### src/rtl/tlk2711_axil_reg_bridge.sv
// AXI4-Lite slave front-end for the tlk2711_top single-cycle register bus.
// The AW, W and AR channels are captured into holding registers. Reads and
// writes are then serialised onto reg_wen/reg_ren one access at a time.
// Each access returns an OKAY, SLVERR or DECERR response.
//
// Ports:
//   ps_clk, ps_rst_n      bridge clock, asynchronous active-low reset
//   s_axil_aw*/w*/b*      AXI4-Lite write address, data and response channels
//   s_axil_ar*/r*         AXI4-Lite read address and data channels
//   reg_wen/waddr/wdata   register write strobe, address and data (to i_reg_*)
//   reg_ren/raddr         register read strobe and address (to i_reg_*)
//   reg_rdata             register read data (from o_reg_rdata)
module tlk2711_axil_reg_bridge #(
    parameter int unsigned AXI_ADDR_WIDTH = 32,
    parameter int unsigned REG_ADDR_WIDTH = 16,
    parameter int unsigned REG_SPAN       = 16'h0080,
    parameter int unsigned READ_LATENCY   = 1
) (
    input  logic                      ps_clk,
    input  logic                      ps_rst_n,
    input  logic [AXI_ADDR_WIDTH-1:0] s_axil_awaddr,
    input  logic                      s_axil_awvalid,
    output logic                      s_axil_awready,
    input  logic [63:0]               s_axil_wdata,
    input  logic [7:0]                s_axil_wstrb,
    input  logic                      s_axil_wvalid,
    output logic                      s_axil_wready,
    output logic [1:0]                s_axil_bresp,
    output logic                      s_axil_bvalid,
    input  logic                      s_axil_bready,
    input  logic [AXI_ADDR_WIDTH-1:0] s_axil_araddr,
    input  logic                      s_axil_arvalid,
    output logic                      s_axil_arready,
    output logic [63:0]               s_axil_rdata,
    output logic [1:0]                s_axil_rresp,
    output logic                      s_axil_rvalid,
    input  logic                      s_axil_rready,
    output logic                      reg_wen,
    output logic [REG_ADDR_WIDTH-1:0] reg_waddr,
    output logic [63:0]               reg_wdata,
    output logic                      reg_ren,
    output logic [REG_ADDR_WIDTH-1:0] reg_raddr,
    input  logic [63:0]               reg_rdata
);

    localparam logic [1:0] RESP_OKAY   = 2'b00;
    localparam logic [1:0] RESP_SLVERR = 2'b10;
    localparam logic [1:0] RESP_DECERR = 2'b11;
    localparam logic [AXI_ADDR_WIDTH-1:0] SPAN = AXI_ADDR_WIDTH'(REG_SPAN);
    localparam logic [2:0] LAT = 3'(READ_LATENCY);

    typedef enum logic [2:0] {
        IDLE,
        WR_ISSUE,
        WR_RESP,
        RD_ISSUE,
        RD_WAIT,
        RD_RESP
    } state_t;

    state_t state, state_next;

    logic                      aw_held, w_held, ar_held;
    logic [AXI_ADDR_WIDTH-1:0] awaddr_q, araddr_q;
    logic [63:0]               wdata_q;
    logic [7:0]                wstrb_q;
    logic                      last_grant_read;
    logic [2:0]                lat_cnt;
    logic [1:0]                bresp_q, rresp_q;
    logic [63:0]               rdata_q;
    logic                      write_pend, read_pend, contention;
    logic                      grant_wr, grant_rd;
    logic [1:0]                wr_check, rd_check;
    logic                      aw_hs, w_hs, ar_hs, b_hs, r_hs;

    // Readies are simply "holding register empty"; they refill on B/R handshake.
    assign s_axil_awready = ~aw_held;
    assign s_axil_wready  = ~w_held;
    assign s_axil_arready = ~ar_held;
    assign s_axil_bresp   = bresp_q;
    assign s_axil_rresp   = rresp_q;
    assign s_axil_rdata   = rdata_q;

    assign aw_hs = s_axil_awvalid & ~aw_held;
    assign w_hs  = s_axil_wvalid & ~w_held;
    assign ar_hs = s_axil_arvalid & ~ar_held;
    assign b_hs  = (state == WR_RESP) & s_axil_bready;
    assign r_hs  = (state == RD_RESP) & s_axil_rready;

    // On contention the direction opposite to the last contended grant wins.
    assign write_pend = aw_held & w_held;
    assign read_pend  = ar_held;
    assign contention = write_pend & read_pend;
    assign grant_wr   = (state == IDLE) & write_pend & (~read_pend | last_grant_read);
    assign grant_rd   = (state == IDLE) & read_pend & (~write_pend | ~last_grant_read);

    always_comb begin
        wr_check = RESP_OKAY;
        if (awaddr_q >= SPAN)
            wr_check = RESP_DECERR;
        else if (awaddr_q[2:0] != 3'b000)
            wr_check = RESP_SLVERR;
        else if (wstrb_q != 8'hFF)
            wr_check = RESP_SLVERR;
    end

    always_comb begin
        rd_check = RESP_OKAY;
        if (araddr_q >= SPAN)
            rd_check = RESP_DECERR;
        else if (araddr_q[2:0] != 3'b000)
            rd_check = RESP_SLVERR;
    end

    always_ff @(posedge ps_clk or negedge ps_rst_n) begin
        if (!ps_rst_n)
            state <= IDLE;
        else
            state <= state_next;
    end

    always_comb begin
        state_next    = state;
        reg_wen       = 1'b0;
        reg_ren       = 1'b0;
        s_axil_bvalid = 1'b0;
        s_axil_rvalid = 1'b0;
        case (state)
            IDLE: begin
                if (grant_wr)
                    state_next = WR_ISSUE;
                else if (grant_rd)
                    state_next = RD_ISSUE;
            end
            WR_ISSUE: begin
                reg_wen    = (bresp_q == RESP_OKAY);
                state_next = WR_RESP;
            end
            WR_RESP: begin
                s_axil_bvalid = 1'b1;
                if (s_axil_bready)
                    state_next = IDLE;
            end
            RD_ISSUE: begin
                reg_ren    = (rresp_q == RESP_OKAY);
                state_next = (rresp_q == RESP_OKAY) ? RD_WAIT : RD_RESP;
            end
            RD_WAIT: begin
                if (lat_cnt == LAT)
                    state_next = RD_RESP;
            end
            RD_RESP: begin
                s_axil_rvalid = 1'b1;
                if (s_axil_rready)
                    state_next = IDLE;
            end
            default: state_next = IDLE;
        endcase
    end

    always_ff @(posedge ps_clk or negedge ps_rst_n) begin
        if (!ps_rst_n) begin
            aw_held         <= 1'b0;
            w_held          <= 1'b0;
            ar_held         <= 1'b0;
            awaddr_q        <= '0;
            araddr_q        <= '0;
            wdata_q         <= '0;
            wstrb_q         <= '0;
            last_grant_read <= 1'b1;
            lat_cnt         <= '0;
            bresp_q         <= '0;
            rresp_q         <= '0;
            rdata_q         <= '0;
            reg_waddr       <= '0;
            reg_wdata       <= '0;
            reg_raddr       <= '0;
        end else begin
            if (aw_hs) begin
                aw_held  <= 1'b1;
                awaddr_q <= s_axil_awaddr;
            end
            if (w_hs) begin
                w_held  <= 1'b1;
                wdata_q <= s_axil_wdata;
                wstrb_q <= s_axil_wstrb;
            end
            if (ar_hs) begin
                ar_held  <= 1'b1;
                araddr_q <= s_axil_araddr;
            end
            if (b_hs) begin
                aw_held <= 1'b0;
                w_held  <= 1'b0;
            end
            if (r_hs)
                ar_held <= 1'b0;

            // Response and bus address are resolved while leaving IDLE so the
            // ISSUE state only has to look at a registered response code.
            if (grant_wr) begin
                bresp_q <= wr_check;
                if (wr_check == RESP_OKAY) begin
                    reg_waddr <= awaddr_q[REG_ADDR_WIDTH-1:0];
                    reg_wdata <= wdata_q;
                end
                if (contention)
                    last_grant_read <= 1'b0;
            end
            if (grant_rd) begin
                rresp_q <= rd_check;
                if (rd_check == RESP_OKAY)
                    reg_raddr <= araddr_q[REG_ADDR_WIDTH-1:0];
                if (contention)
                    last_grant_read <= 1'b1;
            end

            if (state == RD_ISSUE) begin
                lat_cnt <= 3'd1;
                if (rresp_q != RESP_OKAY)
                    rdata_q <= '0;
            end
            if (state == RD_WAIT) begin
                if (lat_cnt == LAT)
                    rdata_q <= reg_rdata;
                else
                    lat_cnt <= lat_cnt + 3'd1;
            end
        end
    end

endmodule

### config.mk
export PLATFORM = sky130hd
export DESIGN_NAME = tlk2711_axil_reg_bridge
export DESIGN_NICKNAME = d
export VERILOG_FILES = /design/src/rtl/tlk2711_axil_reg_bridge.sv
export SDC_FILE = /design/constraint.sdc
export NUM_CORES = 1
export LEC_CHECK = 0
export CORE_UTILIZATION = 42
export CTS_CLUSTER_SIZE = 24
export DETAILED_ROUTE_END_ITERATION = 8
export PLACE_DENSITY = 0.75
export SYNTH_ARGS = -nofsm -noshare
export SYNTH_HDL_FRONTEND = slang
export SYNTH_SLANG_ARGS = --single-unit
### constraint.sdc
create_clock -name ps_clk -period 1.8 [get_ports ps_clk]
set_clock_uncertainty 0.1 [all_clocks]
set_input_delay 0.36 -clock ps_clk [delete_from_list [all_inputs] [get_ports ps_clk]]
set_output_delay 0.36 -clock ps_clk [all_outputs]
set_load 0.02 [all_outputs]
==> results.cfg <==
[status]
status = finished, violations left
violations = negative setup slack

[route]
postRouteAntennaNets = 0
vias = 8241
drt-initial-drc-count = 350
wirelength_mm = 31.9
drc = 0
wl_per_cell_um = 19.5
vias_per_cell = 5.05
first_pass_iters = 4

[clock_network]
clkTransAtPathRegs_ns = 0.06
cts_tree = yes
cts_buffers = 34
clock-sinks = 310
htree_levels = 2
clockRootBuffer = clkbuf_16
clk_latency_ns = 0.51
clock_path_buffers = 3

[sta]
min_period_over_period_pct = 119
timing.fmax_ghz = 0.466
period_needed_ns = 2.15
slew_headroom_pct = 75.9
fin_ws_ns = -0.345
finalHoldViolations = 0
finalSetupViolCount = 155
max_slew.worst_pin.slew_ns = 0.360
slew_viol_final = 0
fin_setup_tns_ns = -20.59
rsz0062_at_grt = true

[yosys]
synthFlopType = dfrtp_1
synth_top_area_share_pct = 65.2
ys_types = 46
synth.yosys.warnings = 0
synthesis.area_um2 = 11900
netlist_instances = 742
syn_nets = 951
synth_edf_count = 0
ys_seq_area_share_pct = 65.4
syn_avg_cell_area_um2 = 16.0
synth_area_leaders = dfrtp_1 65%, mux2_2 13%, mux2_4 7.6%
synth-async-reset-ratio_pct = 100
synth_top_area_cell = dfrtp_1
ys_seq_elements = 310

[critical_path]
reg2reg_to = reg_wdata[14]
arrival_ns = 1.69
startpoint = s_axil_bresp[1]
worstSetupPathType = register to primary output
required_ns = 1.34
reg2reg_slack_ns = -0.21
crit_fanout = 2
timing.rr.start = state[0]
crit_end = reg_wen
start_kind = register
r2r_cells = 7
end_kind = primary output

[placed_design]
port_buffers = 377
gp_congestion = 0.775
dp_hpwl_mm = 20.9

[global_route]
grt_pass1_vias = 8554
grt_pass1_wl_mm = 47.5
antenna_found_initial = 1
grt_usage_pct = 21.2
overflow = 0
grt_start_max_net_pins = 66

[die]
ioPinCount = 378
die_area_um2 = 28900
core_area_um2 = 27800
start_util_pct = 42.7
die_h_um = 170
num_rows = 61
die_x_um = 170

[power_and_ir_drop]
leakage_nw = 9.28
power.density_nw_per_um2 = 1350
vdd_drop_max_mv = 0.926

[finish]
fillerInstances = 2010
drive_gt1_share_pct = 34.2
fin_nets = 1439
area_delta_synth_final_pct = 57.1
utilization_pct = 67.1

[worst_hold_path]
hold_class = input pin to async pin

[job]
cap_violations = 0
[cells by family (layout without fill, tap and decap cells)]
group / after synthesis / in the layout / share of synthesized area (%)
simple gates: 88 / 88 / 4.68
other cells: 0 / 2 / 0
flops: 310 / 310 / 65.4
xor+xnor: 1 / 1 / 0.0739
compound gates: 85 / 85 / 5.83
buf+inv: 48 / 558 / 2.14
fa+ha+maj: 2 / 2 / 0.211
mux: 208 / 208 / 21.6
[synth_stat cells (all sizes together) (2+ instances only)]
| cell | n |
|---|---|
| a21oi | 4 |
| clkbuf | 11 |
| mux2 | 208 |
| nand2 | 5 |
| or3 | 2 |
| a31oi | 2 |
| nand2b | 2 |
| nor3b | 2 |
| dfrtp | 309 |
| nor4 | 12 |
| nand3 | 5 |
| o21ai | 6 |
| inv | 7 |
| nor2 | 14 |
| nand4b | 2 |
| a22o | 64 |
| ha | 2 |
| nor3 | 5 |
| nor4b | 2 |
| buf | 30 |
| a211oi | 3 |
| and2 | 14 |
| and3 | 2 |
| nand4 | 2 |
| nor2b | 16 |
[metal layers]
layer / GRT usage (%) / vias to the layer above / wire [um]
met1: 26.6 / 4199 / 12900
met4: 6.85 / 0 / 843
met2: 35.7 / 289 / 15900
met5: 0 / - / 0
li1: - / 3698 / -
met3: 5.58 / 55 / 2300
[sequential cells by signal (all words and copies together), names as in the netlist, 2 cells and up]
name / cells
lat_cnt: 3
awaddr_q: 32
s_axil_rdata: 64
reg_raddr: 16
reg_wdata: 64
reg_waddr: 16
wstrb_q: 8
state: 3
s_axil_bresp: 2
s_axil_rresp: 2
araddr_q: 32
wdata_q: 64
[worst max-delay path, cell delays in order, from the launching register on]
cell and delay [ns]:
dfrtp_1 0.38, or3_4 0.40, nor3_4 0.24, buf_6 0.15
[timing repair]
item | 4_1_cts | 5_1_grt
gates resized for setup | 247 | 51
buffers inserted | 18 | 12
hold buffers | 1 | 0
endpoints found under the setup margin | 300 | 168
pin swaps | 18 | 37
cloned | 9 | 8
endpoints found under the hold margin | 66 | 0
[final cells by class]
cell class	count	area [um2]	share of cell area, %
clock inverter	6	109	0.584
clock buffer	52	1040	5.58
timing repair buffer	493	5130	27.5
antenna	2	5.00	0.0269
tap	378	473	2.54
sequential	310	7760	41.7
multi-input combinational	384	4090	22.0
inverter	7	26.3	0.141
[how the worst min path moves through the flow]
stage	start	to	slack, ns	cells after the start
floorplan	ps_rst_n	ar_held	-0.04	0
global placement	ps_rst_n	reg_wdata[38]	0.16	1
detailed placement	ps_rst_n	reg_wdata[38]	0.16	1
CTS	ps_rst_n	reg_wdata[38]	0.23	2
global route	ps_rst_n	reg_wdata[35]	0.26	2
finish	ps_rst_n	reg_wdata[38]	0.23	2
[metrics by stage]
step / instances / worst slack (ns) / total power [mW] / hold slack (ns) / instance area (um2)
final: 1632 / -0.345 / 25.1 / 0.225 / 18600
after global routing: 1631 / -0.389 / 26.3 / 0.256 / 18600
after CTS: 1611 / -0.310 / 25.0 / 0.226 / 18200
after detailed placement: 1525 / -0.262 / 17.1 / 0.159 / 16700
after global placement: 1525 / -0.236 / 16.8 / 0.160 / 16700
after floorplan: 742 / -0.0303 / 13.9 / -0.0356 / 11900
[where the power goes]
group	leakage, nW	total, mW	internal [mW]	switching [mW]
registers	3.97	10.2	9.09	1.12
logic	4.75	7.79	4.49	3.30
clock network	0.566	7.06	4.40	2.67
[cells in the final DEF, fill, tap and decap left out, types with 7 or more instances in the layout]
cell	n
clkdlybuf4s50_1	205
nor2b_1	10
nor2_1	12
a22o_1	64
clkbuf_16	40
and2_4	11
buf_4	61
mux2_4	71
buf_6	16
buf_16	11
clkbuf_1	7
buf_12	26
clkbuf_8	10
dfrtp_1	307
dlygate4sd2_1	160
mux2_2	134
Power figures use the tool's default switching activity.
